**src/rtl/dmem_arbiter_pkg.sv**
```systemverilog
// Shared definitions for the data-memory arbiter: FSM encoding, port ids,
// response codes and the default memory size.
package dmem_arbiter_pkg;

  typedef enum logic [1:0] {
    ST_IDLE   = 2'd0,
    ST_ACCESS = 2'd1,
    ST_WAIT   = 2'd2,
    ST_DONE   = 2'd3
  } state_e;

  localparam int   NUM_PORTS     = 2;
  localparam logic PORT_CPU      = 1'b0;
  localparam logic PORT_HOST     = 1'b1;
  localparam logic DMEM_RSP_OK   = 1'b0;
  localparam logic DMEM_RSP_ERR  = 1'b1;
  localparam int   MEM_BYTES_DEF = 4096;

  // One-hot port vector for a port index.
  function automatic logic [NUM_PORTS-1:0] port_onehot(input logic g);
    return (g == PORT_HOST) ? 2'b10 : 2'b01;
  endfunction

endpackage

```
**src/rtl/dmem_arbiter_rr_arbiter2.sv**
```systemverilog
// Two-way round-robin pick. Purely combinational: on a tie the port that did
// not win last time gets the grant; otherwise the lone requester wins.
module rr_arbiter2
  import dmem_arbiter_pkg::*;
(
  input  logic [NUM_PORTS-1:0] req,
  input  logic                 last_grant,
  input  logic                 en,
  output logic [NUM_PORTS-1:0] grant,
  output logic                 g
);

  // Winner index and gated one-hot grant.
  always_comb begin
    g     = PORT_CPU;
    grant = '0;
    if (req == 2'b11) g = ~last_grant;
    else              g = req[PORT_HOST];
    if (en && (|req)) grant = port_onehot(g);
  end

endmodule

```
**src/rtl/dmem_arbiter.sv**
```systemverilog
// Single-port data memory arbiter between the CPU load/store path (port 0)
// and the host loader (port 1). One transaction in flight, fixed read
// latency, out-of-range addresses answered with an error and no access.
module dmem_arbiter
  import dmem_arbiter_pkg::*;
#(
  parameter int ADDR_W       = 64,
  parameter int DATA_W       = 64,
  parameter int MEM_BYTES    = MEM_BYTES_DEF,
  parameter int READ_LATENCY = 1
) (
  input  logic                 clk,
  input  logic                 rst,
  input  logic [NUM_PORTS-1:0] req_valid,
  input  logic [NUM_PORTS-1:0] req_we,
  input  logic [ADDR_W-1:0]    req_addr0,
  input  logic [ADDR_W-1:0]    req_addr1,
  input  logic [DATA_W-1:0]    req_wdata0,
  input  logic [DATA_W-1:0]    req_wdata1,
  output logic [NUM_PORTS-1:0] req_ready,
  output logic [NUM_PORTS-1:0] rsp_valid,
  output logic [DATA_W-1:0]    rsp_rdata,
  output logic                 rsp_err,
  output logic                 mem_en,
  output logic                 mem_we,
  output logic [ADDR_W-1:0]    mem_addr,
  output logic [DATA_W-1:0]    mem_wdata,
  input  logic [DATA_W-1:0]    mem_rdata,
  output logic                 busy,
  output logic [31:0]          grant_cnt0,
  output logic [31:0]          grant_cnt1
);

  // Highest legal start address of a full-width access.
  localparam logic [ADDR_W-1:0] ADDR_MAX = ADDR_W'(MEM_BYTES - 8);
  localparam logic [2:0]        LAT_LD   = 3'(READ_LATENCY - 1);

  typedef struct packed {
    logic              we;
    logic [ADDR_W-1:0] addr;
    logic [DATA_W-1:0] wdata;
  } req_t;

  state_e                          state;
  req_t                            sel, req_q;
  logic                            sel_err;
  logic                            g_q, last_grant;
  logic [2:0]                      lat_cnt;
  logic [NUM_PORTS-1:0]            arb_grant;
  logic                            arb_g, arb_en;
  logic [NUM_PORTS-1:0][31:0]      gcnt;

  // Grants are only offered while idle and out of reset.
  assign arb_en = (state == ST_IDLE) && rst;

  rr_arbiter2 u_arb (
    .req        (req_valid),
    .last_grant (last_grant),
    .en         (arb_en),
    .grant      (arb_grant),
    .g          (arb_g)
  );

  assign req_ready  = arb_grant;
  assign busy       = (state != ST_IDLE);
  assign mem_addr   = req_q.addr;
  assign mem_wdata  = req_q.wdata;
  assign grant_cnt0 = gcnt[PORT_CPU];
  assign grant_cnt1 = gcnt[PORT_HOST];

  // Payload mux for the winning port and its range check.
  always_comb begin
    sel.we    = req_we[arb_g];
    sel.addr  = (arb_g == PORT_HOST) ? req_addr1  : req_addr0;
    sel.wdata = (arb_g == PORT_HOST) ? req_wdata1 : req_wdata0;
    sel_err   = (sel.addr > ADDR_MAX);
  end

  // Transaction FSM with registered memory strobes and response outputs.
  always_ff @(posedge clk or negedge rst) begin
    if (!rst) begin
      state      <= ST_IDLE;
      req_q      <= '0;
      g_q        <= PORT_CPU;
      last_grant <= PORT_HOST;
      lat_cnt    <= '0;
      rsp_valid  <= '0;
      rsp_err    <= DMEM_RSP_OK;
      rsp_rdata  <= '0;
      mem_en     <= 1'b0;
      mem_we     <= 1'b0;
    end else begin
      rsp_valid <= '0;
      rsp_err   <= DMEM_RSP_OK;
      mem_en    <= 1'b0;
      mem_we    <= 1'b0;
      unique case (state)
        ST_IDLE: begin
          if (|req_valid) begin
            g_q   <= arb_g;
            req_q <= sel;
            if (sel_err) begin
              // Out of range: answer straight away, never touch memory.
              state     <= ST_DONE;
              rsp_valid <= port_onehot(arb_g);
              rsp_err   <= DMEM_RSP_ERR;
              rsp_rdata <= '0;
            end else begin
              state  <= ST_ACCESS;
              mem_en <= 1'b1;
              mem_we <= sel.we;
            end
          end
        end
        ST_ACCESS: begin
          if (req_q.we) begin
            state     <= ST_DONE;
            rsp_valid <= port_onehot(g_q);
            rsp_rdata <= '0;
          end else begin
            state   <= ST_WAIT;
            lat_cnt <= LAT_LD;
          end
        end
        ST_WAIT: begin
          if (lat_cnt == 3'd0) begin
            state     <= ST_DONE;
            rsp_valid <= port_onehot(g_q);
            rsp_rdata <= mem_rdata;
          end else begin
            lat_cnt <= lat_cnt - 3'd1;
          end
        end
        ST_DONE: begin
          last_grant <= g_q;
          state      <= ST_IDLE;
        end
        default: state <= ST_IDLE;
      endcase
    end
  end

  // Saturating per-port accept counters.
  always_ff @(posedge clk or negedge rst) begin
    if (!rst) begin
      gcnt <= '0;
    end else begin
      for (int p = 0; p < NUM_PORTS; p++)
        if (req_ready[p] && (gcnt[p] != 32'hFFFF_FFFF)) gcnt[p] <= gcnt[p] + 32'd1;
    end
  end

endmodule

```
**config.mk**
```make
export PLATFORM = sky130hd
export DESIGN_NAME = dmem_arbiter
export DESIGN_NICKNAME = d
export VERILOG_FILES = /design/src/rtl/dmem_arbiter_pkg.sv /design/src/rtl/dmem_arbiter_rr_arbiter2.sv /design/src/rtl/dmem_arbiter.sv
export SDC_FILE = /design/constraint.sdc
export NUM_CORES = 1
export LEC_CHECK = 0
export ABC_AREA = 0
export CAP_MARGIN = 20
export CORE_AREA = 2 2 229 231
export DETAILED_ROUTE_END_ITERATION = 7
export DIE_AREA = 0 0 231 233
export SLEW_MARGIN = 0
export SYNTH_ARGS = -nofsm -noshare
export SYNTH_HDL_FRONTEND = slang
export SYNTH_HIERARCHICAL = 1
export SYNTH_SLANG_ARGS = --single-unit
```
**constraint.sdc**
```tcl
create_clock -name clk -period 3.22 [get_ports clk]
set_clock_uncertainty 0.1 [all_clocks]
set_input_delay 0.322 -clock clk [delete_from_list [all_inputs] [get_ports clk]]
set_output_delay 0.322 -clock clk [all_outputs]
set_load 0.005 [all_outputs]
```
== Yosys cells after proc, flatten, opt, wreduce, memory -nomap -nowiden ==
Cells that the tools add are included.

* $add $sub $neg: 3
* Magnitude comparators: 2
* Equality and inequality tests: 12
* Multiplexer cells: 35
* Bitwise logic cells: 1
* Reductions and logical operators: 14

{| class="wikitable"
|+ Operators with widths
! operator !! count
|-
| 2-to-1 mux 64 bit || 6
|-
| case mux 64 bit (3 select lines) || 1
|-
| adder 32 x 1 -> 32 bit, second input constant || 2
|-
| greater-than comparator 64 x 12 -> 1 bit, second input constant || 1
|-
| inequality test 32 bit, second input constant || 2
|-
| 2-to-1 mux 2 bit || 10
|-
| 2-to-1 mux 1 bit || 13
|-
| inequality test 2 bit, second input constant || 5
|-
| case mux 2 bit (4 select lines) || 1
|-
| equality test 2 bit, second input constant || 3
|-
| 2-to-1 mux 3 bit || 2
|-
| case mux 2 bit (3 select lines) || 1
|-
| case mux 3 bit (2 select lines) || 1
|-
| AND reduction 5 bit || 1
|-
| logical AND 1 bit || 4
|-
| AND reduction 2 bit || 2
|-
| nonzero test 2 bit || 2
|-
| logical NOT 3 bit || 1
|-
| AND reduction 3 bit || 1
|-
| nonzero test 3 bit || 1
|-
| subtractor 3 x 1 -> 3 bit, second input constant || 1
|-
| equality test 2 x 1 -> 1 bit, second input constant || 1
|-
| logical NOT 2 bit || 1
|-
| less-than comparator 1 x 2 -> 1 bit, second input constant || 1
|-
| 3 further kinds || 3
|}

* Flip-flop bits (word level): 269
* Input port bits: 326
* Output and inout port bits: 264
* Word-level logic and storage cells: 81

== Logic depth before layout (Yosys ltp) ==
Gate-level depths: netlist (run 1).

* Depth after elaboration: 7
* Mapped depth: 10
* Gate-level depth less buffers: 10

== By module ==
Netlist (run 1), hierarchy kept.

{| class="wikitable"
|+ By module, submodules not included
! module !! times used !! cells each !! area an instance (sq um) !! sequential area each (sq um)
|-
| dmem_arbiter || 1 || 1333 || 13497.9 || 6732.7
|-
| rr_arbiter2 || 1 || 5 || 30.0 || 0.0
|}

== Least setup slack after synthesis (run 1) ==
Ideal clock, no wire load.

* Path type: reg2reg
* From: register state[0]
* To: register gcnt (netlist bit grant_cnt0[28])
* Setup time: 124 ps
* Data arrival time: 2141 ps
* Data required time: 2996 ps
* Path slack: 855 ps
* Cell stages (with the launch flop): 10
* Buffers on the path: 0
* Clock period less this slack: 2365 ps
* Path through: dfrtp_1 > inv_1 > ha_1 > and2_1 > nand2_1 > a21oi_1 > nand3_1 > nor3_1 > nand4_1 > xnor2_1

* Longest elaborated chain between the ends: 5

{| class="wikitable"
|+ Ends and longest elaborated chain
! element !! line !! RTL
|-
| start, declared || dmem_arbiter.sv:44 || <nowiki>state_e state;</nowiki>
|-
| start signal, assigned || dmem_arbiter.sv:82 || <nowiki>state <= ST_IDLE;</nowiki>
|-
| start signal, assigned || dmem_arbiter.sv:104 || <nowiki>state <= ST_DONE;</nowiki>
|-
| start signal, assigned || dmem_arbiter.sv:109 || <nowiki>state <= ST_ACCESS;</nowiki>
|-
| logical NOT 2 bit || dmem_arbiter.sv:54 || <nowiki>assign arb_en = (state == ST_IDLE) && rst;</nowiki>
|-
| logical AND 1 bit || dmem_arbiter.sv:54 ||
|-
| named net arb_en || dmem_arbiter.sv:50 || <nowiki>logic arb_g, arb_en;</nowiki>
|-
| logical AND 1 bit || dmem_arbiter_rr_arbiter2.sv:19 || <nowiki>if (en && (|req)) grant = port_onehot(g);</nowiki>
|-
| 2-to-1 mux 2 bit || dmem_arbiter_rr_arbiter2.sv:19 ||
|-
| named net req_ready[0] || dmem_arbiter.sv:20 || <nowiki>output logic [NUM_PORTS-1:0] req_ready,</nowiki>
|-
| logical AND 1 bit || dmem_arbiter.sv:149 || <nowiki>if (req_ready[p] && (gcnt[p] != 32'hFFFF_FFFF)) gcnt[p] <= gcnt[p] + 32'd1;</nowiki>
|-
| end signal, assigned || dmem_arbiter.sv:146 || <nowiki>gcnt <= '0;</nowiki>
|-
| end, declared || dmem_arbiter.sv:51 || <nowiki>logic [NUM_PORTS-1:0][31:0] gcnt;</nowiki>
|}

The timed path passes the listed nets, and every way through them passes these cells.
A chain may end at the register's enable or synchronous reset.

== Worst setup path after layout (run 1) ==
* From: register last_grant
* To: register rsp_rdata[61]

* Longest elaborated chain between the ends: 6

{| class="wikitable"
|+ Ends and longest elaborated chain
! element !! line !! RTL
|-
| start, declared || dmem_arbiter.sv:47 || <nowiki>logic g_q, last_grant;</nowiki>
|-
| start signal, assigned || dmem_arbiter.sv:135 || <nowiki>last_grant <= g_q;</nowiki>
|-
| NOT 1 bit || dmem_arbiter_rr_arbiter2.sv:17 || <nowiki>if (req == 2'b11) g = ~last_grant;</nowiki>
|-
| 2-to-1 mux 1 bit || dmem_arbiter_rr_arbiter2.sv:17 ||
|-
| named net arb_g || dmem_arbiter.sv:50 ||
|-
| 2-to-1 mux 64 bit || dmem_arbiter.sv:74 || <nowiki>sel.addr = (arb_g == PORT_HOST) ? req_addr1 : req_addr0;</nowiki>
|-
| greater-than comparator 64 x 12 -> 1 bit || dmem_arbiter.sv:76 || <nowiki>sel_err = (sel.addr > ADDR_MAX);</nowiki>
|-
| inequality test 2 bit (no line) || - ||
|-
| AND reduction 5 bit (no line) || - ||
|-
| end signal, assigned || dmem_arbiter.sv:129 || <nowiki>rsp_rdata <= mem_rdata;</nowiki>
|-
| end, declared || dmem_arbiter.sv:22 || <nowiki>output logic [DATA_W-1:0] rsp_rdata,</nowiki>
|}

The timed path passes the listed nets, and every way through them passes these cells.

==> results by group, run 1 <==
Setup path
  – Reg-to-reg slack, setup: between 0.15 and 0.2 ns
  – CP endpoint: rsp_rdata[61]
  – Crit path max-delay family: compound AO/OA/AOI/OAI gates
  – Worst R2R Start: last_grant
  – Crit Path Class: flop to flop
  – Reg2Reg Depth: 9
  – Worst setup path startpoint: last_grant
  – Crit path capture type: flop
  – Critical path's largest stage delay: approximately 0.5 ns
  – Most used cell, CP: buf_4
  – Crit-path slowest cell: a2111oi_4
  – RR Endpoint: rsp_rdata[61]
  – Crit-path cells: a21boi_4 -> nand2_1 -> nor4_2 -> buf_4 -> nor4_4 -> buf_4 -> a2111oi_4 -> buf_4 -> mux2i_1
  – Worst path buffer plus inverter count: 3
  – CP required: 3.56 ns
  – Crit Path Max Fanout: 18
  – CP arrival: 3.36 ns
  – Worst setup SP type: flop
  – Worst path depth: 9

Detailed routing
  – Initial DRT Pass Iterations: 5
  – DRC viols: 0
  – Vias/cell: 4.38
  – ANT nets after route: 0
  – DR vias: 11000
  – WL final: 45400 µm
  – DR iter-0 viols: 379
  – Average wire per standard cell: 18.0 µm

Logic synthesis
  – Compound-gate portion of the synthesized area: 6.39%
  – Synth async-reset ratio: 100%
  – Yosys Warn Count: 6
  – Post-synth top cells: dfrtp_1 (268), nand2_1 (230), mux2i_1 (193), o21ai_0 (136), buf_4 (129)
  – Fraction of synthesized area in multiplexers: 14.5%
  – Synthesized area: about 14000 µm²
  – Largest area contributor in the netlist: dfrtp_1
  – Yosys cell types: 50
  – Sequential share of the synthesized area: 49.8%
  – Largest cells by area after synthesis: dfrtp_1 (50%), mux2i_1 (14%), buf_4 (7.2%)
  – Synth Area in Simple Gates: 13.2%
  – Adder-Cell Fraction of Synth Area: 0.832%
  – Synth Register Bits: 269
  – Combinational family with the most area after synthesis: multiplexers
  – Mean Syn Cell Area: between 10 and 15 µm²
  – Syn Inst Count: 1338
  – Post-synth EDFFs: 0
  – Synth top area share: between 40% and 50%
  – Most frequent cell after synthesis: dfrtp_1
  – Synthesized Nets: between 1500 and 2000
  – Post-Synth XOR/XNOR Area: under 10%
  – Top FF cell, synth: dfrtp_1

GRT
  – Global Route Usage Sum: 16.3%
  – Global-route wire length before repair: 68200 µm
  – Largest net degree at the start of global routing: around 150
  – Vias in the first global route: between 10000 and 15000
  – Antenna violations before repair: 2
  – GRT overflow: 0

Clocking
  – CTS root buf: clkbuf_16
  – Worst-skew pair later-pin latency: 0.53 ns
  – CTS tree: done
  – CTS Sinks: approximately 270
  – CTS buffer count: 34
  – Clock Pin Slew Worst Setup and Hold Paths: 0.06 ns
  – Max clock buf depth: 3
  – H-tree level count: 2

Place
  – Pre-CTS setup slack: -0.332 ns
  – Dpl hpwl: 35600 µm
  – Port bufs: 589
  – Post-Place Cell Area: 19400 µm²
  – RD Place Congestion: between 0.9 and 1

STA
  – Worst setup margin: 0.199 ns
  – Period utilization: 93.8%
  – Final hold slack: 0.133 ns
  – Post-route minimum period: 3.02 ns
  – Endpoints failing setup: 0
  – RSZ-0062 raised after global routing: false
  – Least-Margin Pin Slew: 0.901 ns
  – Final Hold Fails: 0
  – Slew margin rel.: 39.9%
  – Max Slew Vio Count: 0
  – Fmax: 0.331 GHz

Floorplan
  – Initial Util: a little over a quarter
  – Core Rows: a little over 80
  – I/O pin count: just under 600
  – Die H: around 230 µm
  – Die width: 231 µm
  – Die ar.: between 50000 and 60000 µm²
  – Core area: around 50000 µm²

Layout
  – Post-synthesis to final-layout area growth: 51.5%
  – Post-route cell area: 20500 µm²
  – Final nets: ~2100
  – Layout cells sized above 1: about 5.8%

Hold path
  – Hold crit path type: input pin to asynchronous set/reset pin

Outcome
  – Outcome: finished, final reports clean

Power and ir drop
  – Total power after layout: 15.4 mW
  – Cell area power density: 752 nW/µm²
  – P_leak: 8.92 nW
  – Max VDD drop: approximately 370 µV

Run
  – Max-Cap Viols: 0
## timing repair
action / CTS / global route
hold buffers: 1 / 0
hold endpoints to repair: 33 / 0
setup buffers: 0 / 3
endpoints found under the setup margin: 0 / 24
gates resized for setup: 0 / 1
## through the flow
| stage | std cells | util, % | TNS [ns] |
|---|---|---|---|
| after floorplan | 1338 | - | 0 |
| after global placement | 2454 | 37.9 | -18.75 |
| after detailed placement | 2454 | 37.9 | -18.63 |
| final | 2519 | 40.1 | 0 |
| after CTS | 2515 | 40.1 | 0 |
| after global routing | 2519 | 40.1 | 0 |
## layout make-up
| cell class | instances | area, µm² |
|---|---|---|
| Tap cell | 680 | 851 |
| Sequential cell | 269 | 6730 |
| Fill cell | 5087 | 30600 |
| Timing Repair Buffer | 630 | 6260 |
| Antenna cell | 1 | 2.50 |
| Clock inverter | 6 | 33.8 |
| Multi-Input combinational cell | 804 | 5300 |
| Clock buffer | 54 | 1040 |
| Inverter | 75 | 282 |
## registers in the layout, indices dropped and copies added (netlist names)
register / count
mem_en: 1
state: 2
mem_we: 1
lat_cnt: 3
mem_wdata: 64
last_grant: 1
req_q: 1
rsp_rdata: 64
grant_cnt0: 32
rsp_valid: 2
rsp_err: 1
grant_cnt1: 32
g_q: 1
mem_addr: 64
## placed cells by master (no fill, tap or decap), types with 24 or more instances in the layout
master,n
buf_4,36
clkdlybuf4s50_1,588
dfrtp_1,268
nand2_1,230
inv_1,75
nand3_1,24
nand4_1,29
mux2i_1,193
clkbuf_16,37
xnor2_1,48
o21ai_0,136
## worst register-to-register path, stage by stage, from the launching register on
cell and delay [ns]:
dfstp_2 0.40, a21boi_4 0.45, nand2_1 0.17, nor4_2 0.32, buf_4 0.16, nor4_4 0.04
buf_4 0.17, a2111oi_4 0.49, buf_4 0.39, mux2i_1 0.25
## logic make-up (layout without fill, tap and decap cells)
| kind of cell | Yosys count | count (layout) |
|---|---|---|
| muxes | 196 | 196 |
| xor gates and xnor gates | 61 | 61 |
| other | 0 | 1 |
| AOI/OAI and AO/OA | 159 | 159 |
| adders and majority gates | 9 | 9 |
| and+or+nand+nor | 379 | 379 |
| buffers and inverters | 265 | 765 |
| DFF | 269 | 269 |
## routing by layer
metal / track usage (%) / part of all wire (%) / routed length [µm]
met5: 0 / 0 / 0
met4: 4.64 / 2.2 / 1000
met3: 4.28 / 7.5 / 3400
met2: 28.2 / 49 / 22000
met1: 20.0 / 42 / 18900
## how the worst min path moves through the flow
stage | endpoint | slack [ns] | cells after the start
floorplan | g_q | -0.07 | 0
CTS | mem_addr[63] | 0.11 | 2
finish | mem_addr[63] | 0.13 | 2
global route | mem_addr[63] | 0.13 | 2
global placement | mem_addr[63] | 0.09 | 1
detailed placement | mem_addr[63] | 0.09 | 1
## power by group
group	internal, mW	total [mW]	switching (mW)
clock	2.21	3.68	1.47
combinational	3.57	6.40	2.82
sequential	4.62	5.34	0.717
total	10.4	15.4	5.01
No activity file was read; power rests on OpenSTA's default activity.
==> run 2, diff against run 1 <==
--- a/config.mk
+++ b/config.mk
@@ -7,9 +7,9 @@
 export LEC_CHECK = 0
 export ABC_AREA = 0
 export CAP_MARGIN = 20
-export CORE_AREA = 2 2 229 231
+export CORE_AREA = 2 2 232 234
 export DETAILED_ROUTE_END_ITERATION = 7
-export DIE_AREA = 0 0 231 233
+export DIE_AREA = 0 0 234 236
 export SLEW_MARGIN = 0
 export SYNTH_ARGS = -nofsm -noshare
 export SYNTH_HDL_FRONTEND = slang
==> constraint.sdc (replaced) <==
create_clock -name clk -period 3.22 [get_ports clk]
set_clock_uncertainty 0.1 [all_clocks]
set_input_delay 0.322 -clock clk [delete_from_list [all_inputs] [get_ports clk]]
set_output_delay 0.322 -clock clk [all_outputs]
set_load 0.02 [all_outputs]
==> results by group, run 2 (same netlist as run 1, synthesis figures left out) <==
Outcome
  – Outcome: finished, final reports clean

GRT
  – Antenna violations before repair: 6 (+4)
  – Vias in the first global route: 11500 (+0.035%)
  – Largest net degree at the start of global routing: 150 (-1.3%)
  – Global Route Usage Sum: 16.4% (+0.046 points)
  – Global-route wire length before repair: 68900 µm (+1.1%)
  – GRT overflow: 0 (unchanged)

STA
  – Max Slew Vio Count: 0 (unchanged)
  – Endpoints failing setup: 0 (unchanged)
  – Final Hold Fails: 0 (unchanged)
  – Worst setup margin: 0.256 ns (+0.0570 ns)
  – Post-route minimum period: 2.96 ns (-0.0570 ns)
  – Final hold slack: 0.255 ns (+0.122 ns)
  – Slew margin rel.: 39.7% (-0.21 points)
  – Period utilization: 92.1% (-1.8 points)
  – RSZ-0062 raised after global routing: false
  – Least-Margin Pin Slew: 0.905 ns (+0.00321 ns)
  – Fmax: 0.337 GHz (+1.9%)

Power and ir drop
  – Max VDD drop: 518 µV (+39%)
  – Cell area power density: 834 nW/µm² (+11%)
  – P_leak: 8.99 nW (+0.84%)

Layout
  – Most common cell after layout, fill and taps aside: clkdlybuf4s50_1
  – Fillers: 5289 (+4.0%)
  – Post-synthesis to final-layout area growth: 53.0%
  – FF/Latch Area: 6730 µm² (unchanged)
  – Multi-input gate area: 5300 µm² (about the same)
  – Post-route cell area: 20700 µm² (+0.98%)
  – Layout cells sized above 1: 6.09% (+0.33 points)
  – Non-Filler Instances: 2539 (+0.79%)
  – Final nets: 2150 (+0.047%)
  – Most frequent cells in the layout: clkdlybuf4s50_1 (588), dfrtp_1 (268), nand2_1 (230), mux2i_1 (193), o21ai_0 (136)

Detailed routing
  – Vias/cell: 4.33 (-1.1%)
  – ANT nets after route: 0 (unchanged)
  – DR vias: 11000 (-0.34%)
  – Average wire per standard cell: 18.1 µm (+0.76%)
  – WL final: 46100 µm (+1.6%)
  – DR iter-0 viols: 325 (-14%)
  – Initial DRT Pass Iterations: 4 (-1)
  – DRC viols: 0 (unchanged)

Floorplan
  – Die ar.: 55200 µm² (+2.6%)
  – Die width: 234 µm (+1.3%)
  – I/O pin count: 590 (unchanged)
  – Die H: 236 µm (+1.3%)
  – Core Rows: 85 (+2.4%)
  – Initial Util: 25.5% (-0.99 points)
  – Core area: 53100 µm² (+3.9%)

Hold path
  – Hold crit path type: input pin to flop

Place
  – Post-Place Cell Area: 19500 µm² (+0.61%)
  – Dpl cells: 2473 (+0.77%)
  – RD Place Congestion: 0.896 (-4.8%)
  – Dpl hpwl: 35800 µm (+0.69%)
  – Pre-CTS setup slack: -0.218 ns (+0.114 ns)
  – Port bufs: 589 (unchanged)

Setup path
  – Crit Path Class: flop to flop
  – CP arrival: 3.30 ns (-0.06 ns)
  – Crit path capture type: flop
  – Worst setup SP type: flop
  – Crit Path Max Fanout: 15 (-3)
  – CP required: 3.55 ns (about the same)
  – Reg-to-reg slack, setup: 0.26 ns (+0.06 ns)

Clocking
  – Number of post-CTS setup repair buffers: 0 (unchanged)
  – CTS Sinks: 269 (unchanged)
  – Max clock buf depth: 3 (unchanged)
  – CTS root buf: clkbuf_16
  – Clock Pin Slew Worst Setup and Hold Paths: 0.06 ns (about the same)
  – CTS resizes: 0 (unchanged)
  – CTS tree: done
  – H-tree level count: 2 (unchanged)
  – Worst-skew pair later-pin latency: 0.52 ns (about the same)
  – CTS buffer count: 35 (+2.9%)

Run
  – Max-Cap Viols: 0 (unchanged)
[run 2: changes by cell type in the layout (fill, tap and decap cells not counted), sizes merged]
| cell | change |
|---|---|
| inv | +1 |
| bufinv | +2 |
| clkinvlp | +2 |
| clkbuf | -4 |
| diode | +4 |
| clkinv | -1 |
[run 2: final timing paths]
check                         startpoint  cells after the start            end
max                           last_grant                     11  rsp_rdata[58]
min                        mem_rdata[51]                      3  rsp_rdata[51]
max reg2reg                   last_grant                     11  rsp_rdata[58]
min reg2reg                mem_wdata[40]                      2  mem_wdata[40]
max in group asynchronous            rst                      4  mem_wdata[12]
min in group asynchronous            rst                      3  rsp_rdata[32]
[run 2: metal layers]
layer,vias to the layer above,global-route usage [%],part of all wire [%],wire length (µm)
met5,-,0,0.028,13
met4,2,6.10,3.2,1480
met3,81,5.22,8.5,3910
met2,401,27.4,48,21900
met1,5159,19.5,41,18800
li1,5345,-,-,-
[run 2: metrics by stage]
stage                     util [%]  total power [mW]  setup TNS [ns]
final                         39.0              17.3               0
after global routing          39.0              18.4               0
after CTS                     39.0              17.6               0
after detailed placement      36.8              13.5          -11.85
after global placement        36.8              13.4           -6.48
after floorplan                  -              10.4               0
[run 2: timing repair]
item	CTS	global route
hold endpoints to repair	119	0
hold buffers	1	0
endpoints found under the setup margin	0	0
[run 2: cell type report]
type / count / area share [%]
sequential: 269 / 32.5
multi-input combinational: 804 / 25.6
tap: 696 / 4.21
timing repair buffer: 630 / 30.6
antenna: 5 / 0.0604
inverter: 75 / 1.36
clock buffer: 50 / 5.10
clock inverter: 10 / 0.562
[run 2: critical path: stages (launching register included)]
cell       delay [ns]
dfstp_2          0.57
a21boi_4         0.13
buf_4            0.17
or4_1            0.52
o22ai_1          0.23
o41ai_2          0.15
nor4_4           0.19
buf_4            0.19
a2111oi_4        0.07
buf_4            0.19
buf_12           0.17
mux2i_1          0.18
[run 2: report_power, final]
| part | switching, mW | total [mW] | internal [mW] |
|---|---|---|---|
| clock | 1.53 | 3.96 | 2.44 |
| combinational | 4.25 | 7.96 | 3.72 |
| sequential | 0.724 | 5.34 | 4.62 |
